## src/rtl/instr_encoder_loader_if.sv

```systemverilog
// Request and instruction-memory write bus for the RV32I encoder/loader.
// The master side issues field-level requests and observes the imem write port.
interface instr_encoder_loader_if #(
  parameter int ADDR_W = 6
);
  logic              in_valid;
  logic              in_ready;
  logic [2:0]        in_class;
  logic [2:0]        in_funct3;
  logic              in_f7b5;
  logic [4:0]        in_rd;
  logic [4:0]        in_rs1;
  logic [4:0]        in_rs2;
  logic [31:0]       in_imm;
  logic              imem_we;
  logic [ADDR_W-1:0] imem_addr;
  logic [31:0]       imem_wdata;

  modport master (
    output in_valid, in_class, in_funct3, in_f7b5, in_rd, in_rs1, in_rs2, in_imm,
    input  in_ready, imem_we, imem_addr, imem_wdata
  );

  modport slave (
    input  in_valid, in_class, in_funct3, in_f7b5, in_rd, in_rs1, in_rs2, in_imm,
    output in_ready, imem_we, imem_addr, imem_wdata
  );
endinterface

```

## src/rtl/instr_encoder_loader.sv

```systemverilog
// Encodes RV32I instructions from field-level requests and streams them into
// instruction memory at consecutive word addresses, one word per cycle.
module instr_encoder_loader #(
  parameter int ADDR_W = 6
) (
  input  logic                  clk,
  input  logic                  rst,
  input  logic                  clear,
  instr_encoder_loader_if.slave bus,
  output logic [ADDR_W:0]       count,
  output logic                  full,
  output logic                  err_class,
  output logic                  err_imm
);

  typedef enum logic [2:0] {
    CLS_LOAD   = 3'd0,
    CLS_STORE  = 3'd1,
    CLS_R      = 3'd2,
    CLS_BRANCH = 3'd3,
    CLS_IALU   = 3'd4,
    CLS_JAL    = 3'd5
  } instr_class_e;

  localparam logic [6:0] OP_LOAD   = 7'b0000011;
  localparam logic [6:0] OP_STORE  = 7'b0100011;
  localparam logic [6:0] OP_R      = 7'b0110011;
  localparam logic [6:0] OP_BRANCH = 7'b1100011;
  localparam logic [6:0] OP_IALU   = 7'b0010011;
  localparam logic [6:0] OP_JAL    = 7'b1101111;

  localparam int               DEPTH   = 2 ** ADDR_W;
  localparam logic [ADDR_W:0]  DEPTH_C = (ADDR_W + 1)'(DEPTH);
  localparam logic [ADDR_W+1:0] DEPTH_O = (ADDR_W + 2)'(DEPTH);

  logic              pend_valid;
  logic [31:0]       pend_word;
  logic [ADDR_W-1:0] wr_ptr;

  logic              accept;
  logic [31:0]       word;
  logic              class_bad;
  logic              imm_bad;
  logic [ADDR_W+1:0] occupancy;
  logic signed [31:0] imm_s;
  logic              in_i_range;
  logic              in_b_range;
  logic              in_j_range;
  logic              is_shift;

  // The word waiting in stage 2 already owns a slot, so it counts toward capacity.
  assign occupancy    = {1'b0, count} + {{(ADDR_W + 1){1'b0}}, pend_valid};
  assign bus.in_ready = !rst && !clear && (occupancy < DEPTH_O);
  assign accept       = bus.in_valid && bus.in_ready;

  assign imm_s      = $signed(bus.in_imm);
  assign in_i_range = (imm_s >= -32'sd2048) && (imm_s <= 32'sd2047);
  assign in_b_range = (imm_s >= -32'sd4096) && (imm_s <= 32'sd4094) && !bus.in_imm[0];
  assign in_j_range = (imm_s >= -32'sd1048576) && (imm_s <= 32'sd1048574) && !bus.in_imm[0];
  assign is_shift   = (bus.in_funct3 == 3'b001) || (bus.in_funct3 == 3'b101);

  // Field assembly and immediate legality for the current request.
  always_comb begin
    word      = '0;
    class_bad = 1'b0;
    imm_bad   = 1'b0;
    case (instr_class_e'(bus.in_class))
      CLS_LOAD: begin
        word    = {bus.in_imm[11:0], bus.in_rs1, bus.in_funct3, bus.in_rd, OP_LOAD};
        imm_bad = !in_i_range;
      end
      CLS_STORE: begin
        word    = {bus.in_imm[11:5], bus.in_rs2, bus.in_rs1, bus.in_funct3,
                   bus.in_imm[4:0], OP_STORE};
        imm_bad = !in_i_range;
      end
      CLS_R: begin
        word = {1'b0, bus.in_f7b5, 5'b00000, bus.in_rs2, bus.in_rs1, bus.in_funct3,
                bus.in_rd, OP_R};
      end
      CLS_BRANCH: begin
        word    = {bus.in_imm[12], bus.in_imm[10:5], bus.in_rs2, bus.in_rs1,
                   bus.in_funct3, bus.in_imm[4:1], bus.in_imm[11], OP_BRANCH};
        imm_bad = !in_b_range;
      end
      CLS_IALU: begin
        // Shifts reuse imm[11:5] as the funct7 field; only a 5-bit shamt is legal.
        if (is_shift) begin
          word    = {1'b0, bus.in_f7b5, 5'b00000, bus.in_imm[4:0], bus.in_rs1,
                     bus.in_funct3, bus.in_rd, OP_IALU};
          imm_bad = |bus.in_imm[31:5];
        end else begin
          word    = {bus.in_imm[11:0], bus.in_rs1, bus.in_funct3, bus.in_rd, OP_IALU};
          imm_bad = !in_i_range;
        end
      end
      CLS_JAL: begin
        word    = {bus.in_imm[20], bus.in_imm[10:1], bus.in_imm[11], bus.in_imm[19:12],
                   bus.in_rd, OP_JAL};
        imm_bad = !in_j_range;
      end
      default: begin
        class_bad = 1'b1;
      end
    endcase
  end

  // Stage 2 register, write pointer, occupancy count and sticky error flags.
  always_ff @(posedge clk) begin
    if (rst || clear) begin
      pend_valid <= 1'b0;
      pend_word  <= '0;
      wr_ptr     <= '0;
      count      <= '0;
      err_class  <= 1'b0;
      err_imm    <= 1'b0;
    end else begin
      if (pend_valid) begin
        wr_ptr <= wr_ptr + 1'b1;
        count  <= count + 1'b1;
      end
      pend_valid <= accept && !class_bad && !imm_bad;
      if (accept && !class_bad && !imm_bad) begin
        pend_word <= word;
      end
      if (accept && class_bad) begin
        err_class <= 1'b1;
      end
      if (accept && imm_bad) begin
        err_imm <= 1'b1;
      end
    end
  end

  assign bus.imem_we    = pend_valid;
  assign bus.imem_addr  = wr_ptr;
  assign bus.imem_wdata = pend_word;
  assign full           = (count == DEPTH_C);

endmodule

```

## src/flat_wrapper.sv

```systemverilog
// flat-port wrapper written by rule: the top's interface ports become plain ports
module instr_encoder_loader_flat 
#(
  parameter int ADDR_W = 6
)
  (clk, rst, clear, count, full, err_class, err_imm, bus_in_valid, bus_in_class, bus_in_funct3, bus_in_f7b5, bus_in_rd, bus_in_rs1, bus_in_rs2, bus_in_imm, bus_in_ready, bus_imem_we, bus_imem_addr, bus_imem_wdata);
  instr_encoder_loader_if #(.ADDR_W(ADDR_W)) bus_i ();
  input  logic clk;
  input  logic rst;
  input  logic clear;
  output logic [ADDR_W:0] count;
  output logic full;
  output logic err_class;
  output logic err_imm;
  input wire logic [$bits(bus_i.in_valid)-1:0] bus_in_valid;
  input wire logic [$bits(bus_i.in_class)-1:0] bus_in_class;
  input wire logic [$bits(bus_i.in_funct3)-1:0] bus_in_funct3;
  input wire logic [$bits(bus_i.in_f7b5)-1:0] bus_in_f7b5;
  input wire logic [$bits(bus_i.in_rd)-1:0] bus_in_rd;
  input wire logic [$bits(bus_i.in_rs1)-1:0] bus_in_rs1;
  input wire logic [$bits(bus_i.in_rs2)-1:0] bus_in_rs2;
  input wire logic [$bits(bus_i.in_imm)-1:0] bus_in_imm;
  output wire logic [$bits(bus_i.in_ready)-1:0] bus_in_ready;
  output wire logic [$bits(bus_i.imem_we)-1:0] bus_imem_we;
  output wire logic [$bits(bus_i.imem_addr)-1:0] bus_imem_addr;
  output wire logic [$bits(bus_i.imem_wdata)-1:0] bus_imem_wdata;
  assign bus_i.in_valid = bus_in_valid;
  assign bus_i.in_class = bus_in_class;
  assign bus_i.in_funct3 = bus_in_funct3;
  assign bus_i.in_f7b5 = bus_in_f7b5;
  assign bus_i.in_rd = bus_in_rd;
  assign bus_i.in_rs1 = bus_in_rs1;
  assign bus_i.in_rs2 = bus_in_rs2;
  assign bus_i.in_imm = bus_in_imm;
  assign bus_in_ready = bus_i.in_ready;
  assign bus_imem_we = bus_i.imem_we;
  assign bus_imem_addr = bus_i.imem_addr;
  assign bus_imem_wdata = bus_i.imem_wdata;
  instr_encoder_loader #(.ADDR_W(ADDR_W)) u_core (.clk(clk), .rst(rst), .clear(clear), .bus(bus_i), .count(count), .full(full), .err_class(err_class), .err_imm(err_imm));
endmodule
```

## config.mk

```make
export PLATFORM = sky130hd
export DESIGN_NAME = instr_encoder_loader_flat
export DESIGN_NICKNAME = d
export VERILOG_FILES = /design/src/rtl/instr_encoder_loader_if.sv /design/src/rtl/instr_encoder_loader.sv /design/src/flat_wrapper.sv
export SDC_FILE = /design/constraint.sdc
export NUM_CORES = 1
export LEC_CHECK = 0
export BUFFER_PORTS_ARGS = -buffer_cell sky130_fd_sc_hd__clkbuf_2
export CORE_MARGIN = 1.5
export CORE_UTILIZATION = 51
export CTS_BUF_LIST = sky130_fd_sc_hd__clkbuf_4 sky130_fd_sc_hd__clkbuf_8 sky130_fd_sc_hd__clkbuf_16
export DETAILED_ROUTE_END_ITERATION = 6
export GPL_TIMING_DRIVEN = 0
export PLACE_DENSITY = 0.85
export SLEW_MARGIN = 20
export SYNTH_ARGS = -nofsm -noshare
export SYNTH_HDL_FRONTEND = slang
export SYNTH_SLANG_ARGS = --single-unit
```

## constraint.sdc

```tcl
create_clock -name clk -period 4.2 [get_ports clk]
set_input_delay 1.05 -clock clk [delete_from_list [all_inputs] [get_ports clk]]
set_output_delay 1.05 -clock clk [all_outputs]
set_load 0.01 [all_outputs]
```

Word level (Yosys, flattened, before mapping)

Index checks and enable logic that the tools add are counted.

$add $sub $neg: 3
$lt $le $gt $ge: 7
Eq/ne operators: 8
Mux-type cells: 5
Reductions and logical operators: 25

Operators with widths:

| kind                                                                                  | count |
|---|---|
| 32-bit one-hot mux with 6 select lines                                                | 1 |
| 32-bit by 12-bit greater-or-equal comparator with 1-bit output, second input constant | 1 |
| 32-bit by 13-bit greater-or-equal comparator with 1-bit output, second input constant | 1 |
| 32-bit by 21-bit greater-or-equal comparator with 1-bit output, second input constant | 1 |
| 32-bit by 12-bit less-or-equal comparator with 1-bit output, second input constant    | 1 |
| 32-bit by 13-bit less-or-equal comparator with 1-bit output, second input constant    | 1 |
| 32-bit by 21-bit less-or-equal comparator with 1-bit output, second input constant    | 1 |
| 32-bit 2-to-1 mux                                                                     | 1 |
| 27-bit OR reduction                                                                   | 1 |
| 1-bit logical AND                                                                     | 12 |
| 3-bit == test, second input constant                                                  | 3 |
| 7-bit by 1-bit adder with 8-bit output                                                | 1 |
| 8-bit by 7-bit less-than comparator with 1-bit output, second input constant          | 1 |
| 7-bit by 1-bit adder with 7-bit output, second input constant                         | 1 |
| 7-bit == test, second input constant                                                  | 1 |
| 1-bit logical NOT                                                                     | 7 |
| 6-bit by 1-bit adder with 6-bit output, second input constant                         | 1 |
| 3-bit by 1-bit == test with 1-bit output, second input constant                       | 2 |
| 3-bit by 2-bit == test with 1-bit output, second input constant                       | 2 |
| 6-bit OR reduction                                                                    | 1 |
| 1-bit one-hot mux with 4 select lines                                                 | 1 |
| 3-bit logical NOT                                                                     | 1 |
| 1-bit logical OR                                                                      | 2 |
| 1-bit 2-to-1 mux                                                                      | 2 |
| 2-bit OR reduction                                                                    | 1 |

Register bits: 48
Input port bits: 58
Output and inout port bits: 50
Word-level logic and storage cells: 54

Logic depth before layout (Yosys ltp)

Depth after elaboration: 7
Mapped depth: 9
Mapped depth without buffers: 7

Worst setup path before layout

No wires, ideal clock.

Path type: in2reg
From: input port bus_in_imm[9]
To: register u_core.pend_word[23], in the netlist u_core.bus.imem_wdata[23]
Library setup time: 81 ps
Arrival: 2891 ps
Required time: 4119 ps
Path slack: 1228 ps
Cell stages on the path: 8
Buffers on the path: 1
Cells stage by stage: or4_1 -> o311a_1 -> nor4_2 -> a2111oi_2 -> a211oi_4 -> buf_2 -> nor2_1 -> a211oi_2

Longest elaborated chain between the ends: 7
Elaborated cells on any way between the ends: 19
Those cells by class: 6 x order compare; 2 x mux; 11 x reduce/logical

Ends and longest elaborated chain:

| element                                                                                | line                                                                               | text |
|---|---|---|
| from (decl)                                                                            | flat_wrapper.sv:22                                                                 | `input wire logic [$bits(bus_i.in_imm)-1:0] bus_in_imm;` |
| 32-bit by 12-bit greater-or-equal comparator with 1-bit output (tied with other cells) | instr_encoder_loader.sv:57                                                         | `assign in_i_range = (imm_s >= -32'sd2048) && (imm_s <= 32'sd2047);` |
| 1-bit logical AND, on equally long branches                                            | instr_encoder_loader.sv:57, instr_encoder_loader.sv:58, instr_encoder_loader.sv:59 |  |
| 1-bit logical NOT (tied with other cells)                                              | instr_encoder_loader.sv:70, instr_encoder_loader.sv:75, instr_encoder_loader.sv:94 |  |
| 1-bit 2-to-1 mux (tied with other cells)                                               | instr_encoder_loader.sv:88                                                         | `if (is_shift) begin` |
| 1-bit one-hot mux with 4 select lines *                                                | instr_encoder_loader.sv:67                                                         | `case (instr_class_e'(bus.in_class))` |
| 1-bit logical NOT *                                                                    | instr_encoder_loader.sv:123                                                        | `if (accept && !class_bad && !imm_bad) begin` |
| 1-bit logical AND *                                                                    | instr_encoder_loader.sv:123                                                        |  |
| to (signal assigned)                                                                   | instr_encoder_loader.sv:124                                                        | `pend_word <= word;` |
| to (decl)                                                                              | instr_encoder_loader.sv:37                                                         | `logic [31:0] pend_word;` |

Mark *: on every way between the ends. The rest lies on a longest branch, timed or not.
A chain may end at the register's enable or synchronous reset.

Worst setup path after layout

From: input port bus_in_imm[9]
To: register u_core.pend_word[28], in the netlist u_core.bus.imem_wdata[28]

The elaborated chain is that of the path after synthesis.

==> flow_summary_export.csv <==
group,metric,value,unit
logic_synthesis,synth_seq_area_share,37.5,%
worst_setup_path,criticalPathCategory,"in2reg",
power_and_ir_drop,leakage,1.28,nW
sta,tns,0,ps
logic_synthesis,ys_seq_elements,46,
place,finalWeightedCongestion,0.827,
grt,grt_pass1_wl,11.4,mm
routing,dr.pass1.iters,4,
sta,rsz0062_at_grt,"no",
power_and_ir_drop,net_switching_fraction_of_the_power,29.2,%
clock_network,clock_latency,310,ps
routing,drt-initial-drc-count,183,
worst_setup_path,startpoint,"bus_in_imm[9]",
sta,number_of_failing_hold_endpoints_at_the_final_stage,0,
clock_network,cts_num_sinks,46,
sta,worst-slew-pin-transition,821,ps
finish,finalNetCount,471,
grt,antenna_found_initial,0,
sta,achievable-frequency,0.320,GHz
routing,antenna_left,0,
sta,hold-worst-slack,461,ps
logic_synthesis,synth_largest_type_area_fraction,37.5,%
flow_run,maxCapViolations,0,
outcome,run_status,"complete, no violations",
finish,post-route-cell-area,3140,sq um
clock_network,clockRootBuffer,"clkbuf_8",
finish,antenna_cells,0,
power_and_ir_drop,share_seq_of_total_power,51.3,%
grt,grtUsageMet3,5.83,%
clock_network,cts_inserted_buffers,5,
logic_synthesis,synthTopCellsByArea,"dfxtp_1, nor2_1, a211oi_2",
grt,gr-max-usage-layer,"met2",
routing,remaining_drc_errors,0,
die,number_of_cell_rows,25,
logic_synthesis,async_flop_share,0,%
power_and_ir_drop,power_frac_comb,15.1,%
clock_network,postCtsHoldBufs,0,
grt,grt_start_max_net_pins,17,
die,die_width,72.4,um
place,dp.final_hpwl,5.23,mm
routing,viasPerCell,5.79,
die,dieArea,5240,sq um
sta,final_max_slew_viol_count,0,
clock_network,cts.repair_timing.setup_buffer_count,0,
min_path,holdCritStartpoint,"u_core.bus.imem_wdata[29]$_SDFFE_PP0P_",
min_path,min-delay-path-class,"reg2reg",
clock_network,cts.htree.levels,2,
routing,detail_route.wl_per_cell,15.0,um
sta,final_number_of_setup_violating_endpoints,0,
sta,layout_worst_path_cycle_share,74.5,%
worst_setup_path,critical_path_peak_fanout,10,
grt,grt_util_all_layers,27.5,%
logic_synthesis,post-synth-top-area-cell,"dfxtp_1",
power_and_ir_drop,power_frac_clock,33.6,%
routing,route.final.wire_length,6.97,mm
logic_synthesis,yosys.cell_count.top_type,"nor2_1",
logic_synthesis,synth-edff-count,0,
logic_synthesis,postSynthCellCount,298,
grt,grt_pass1_vias,2506,
grt,globalRouteOverflowTotal,0,
power_and_ir_drop,powerDensity,273,nW/um^2
place,place_area,3050,sq um
power_and_ir_drop,power.internal,608,uW
routing,detailroute.via_count,2693,
sta,finalWorstPathRequiredPeriod,3130,ps
worst_setup_path,cp-end-kind,"register",
clock_network,clk_pin_slew,90,ps
finish,share_of_cells_above_drive_strength_1,35.3,%
finish,fillerInstances,390,
clock_network,gates_resized_cts_repair,0,
power_and_ir_drop,worst_ir_drop_vdd,0.190,mV
clock_network,clock_path_buffers,2,
grt,globalRouteMet2Util,46.0,%
worst_setup_path,crit_path_start_kind,"input pin",
place,io_buffers,105,
clock_network,tritoncts,"yes",
die,die_height,72.4,um
logic_synthesis,synth_flop_cell,"dfxtp_1",
die,initial_utilization,52.3,%
logic_synthesis,synth.cell_area,2460,sq um
grt,grtUsageMet1,34.3,%
worst_setup_path,timing.critical_path.required,4440,ps
die,design.portCount,108,
sta,worst_clock_skew,7.66,ps
power_and_ir_drop,net_switching_power,251,uW
worst_setup_path,arrival_time_worst_endpoint,3370,ps
logic_synthesis,syn-mean-instance-area,8.24,sq um
finish,syn2layout_area_growth,27.9,%
sta,slew-limit-headroom,45.2,%
die,core-area,4690,sq um
worst_setup_path,regToRegStartpoint,"u_core.bus.imem_we$_SDFF_PP0_",
logic_synthesis,synth_warnings,0,
logic_synthesis,netlist_top_cells_count,"nor2_1, dfxtp_1, a21oi_1, a211oi_2, nand2_1",
logic_synthesis,post_synth_num_cell_types,44,
logic_synthesis,synthesis.nets,359,
layout by cell type (no fill, tap or decap), types with 2 or more instances in the layout:
cell type / synthesis / final
clkbuf_2: 0 / 105
nor2_1: 58 / 58
dfxtp_1: 46 / 46
a21oi_1: 28 / 28
nand2_1: 17 / 17
a211oi_2: 17 / 17
a22oi_1: 14 / 14
clkbuf_1: 11 / 11
nand4_1: 9 / 9
o21ai_0: 9 / 9
inv_1: 7 / 7
buf_2: 7 / 7
nor4_1: 7 / 7
nand3_1: 7 / 7
mux2i_1: 7 / 7
xor2_1: 6 / 6
clkbuf_8: 0 / 5
or3_1: 4 / 4
a211oi_1: 4 / 4
a21boi_0: 3 / 3
nand2b_1: 3 / 3
xnor2_1: 3 / 3
ha_1: 3 / 3
nor3_1: 2 / 2
nor2b_1: 2 / 2
o211ai_1: 2 / 2
o21ai_1: 2 / 2
buf_4: 2 / 2
clkinvlp_4: 0 / 2
metal layers:
layer | wire [um] | vias to the layer above
met3 | 445 | 14
li1 | - | 1304
met1 | 2990 | 1262
met2 | 3400 | 113
met5 | 0 | -
met4 | 140 | 0
worst paths after layout:
check	to	slack, ps	cells after the start
hold / removal	u_core.bus.imem_wdata[29]$_SDFFE_PP0P_	460	2
setup reg to reg	u_core.bus.imem_wdata[28]$_SDFFE_PP0P_	1530	9
setup / recovery	u_core.bus.imem_wdata[28]$_SDFFE_PP0P_	1070	9
hold reg to reg	u_core.bus.imem_wdata[29]$_SDFFE_PP0P_	460	2
worst max-delay path: stages:
cell and delay, ps:
clkbuf_2 90, or4_1 520, o311a_1 350, nor4_2 200, a2111oi_2 160, a211oi_4 410
buf_2 380, nand3_1 120, o21ai_1 100
flip-flops by register name (all words and copies together) (netlist names):
register / flops
u_core.bus.imem_addr: 6
u_core.bus.imem_wdata: 30
u_core.bus.imem_we: 1
u_core.count: 7
u_core.err_class: 1
u_core.err_imm: 1
cell families (layout without fill, tap and decap cells):
group / Yosys count / after routing / share of synthesized area, %
simple gates: 116 / 116 / 21.9
compound gates: 90 / 90 / 28.3
flops: 46 / 46 / 37.5
buf+inv: 27 / 140 / 4.79
xor+xnor: 9 / 9 / 3.21
mux: 7 / 7 / 2.85
fa+ha+maj: 3 / 3 / 1.53
power by group through the flow:
| stage | Clock [mW] | Combinational, mW | Sequential, mW |
|---|---|---|---|
| after floorplan | 0 | 0.0701 | 0.452 |
| after global placement | 0 | 0.124 | 0.451 |
| after detailed placement | 0 | 0.126 | 0.451 |
| after CTS | 0.289 | 0.127 | 0.441 |
| after global routing | 0.305 | 0.142 | 0.441 |
| final | 0.289 | 0.129 | 0.441 |
per-stage QoR:
step	utilization [%]	std cells	worst slack (ps)	power [mW]
6_report	67.0	465	1070	0.858
5_1_grt	67.0	465	795	0.888
4_1_cts	67.0	465	1080	0.856
3_5_place_dp	65.0	457	759	0.577
3_3_place_gp	65.0	457	839	0.574
2_1_floorplan	-	298	1230	0.522
layout make-up:
| type | instances | area [sq um] | area share (%) |
|---|---|---|---|
| buffer | 20 | 91.3 | 2.91 |
| clock buffer | 5 | 68.8 | 2.19 |
| clock inverter | 3 | 23.8 | 0.757 |
| inverter | 7 | 26.3 | 0.836 |
| multi-input combinational | 225 | 1420 | 45.1 |
| sequential | 46 | 921 | 29.3 |
| tap | 54 | 67.6 | 2.15 |
| timing repair buffer | 105 | 526 | 16.7 |
(Power assumes the default switching activity.)
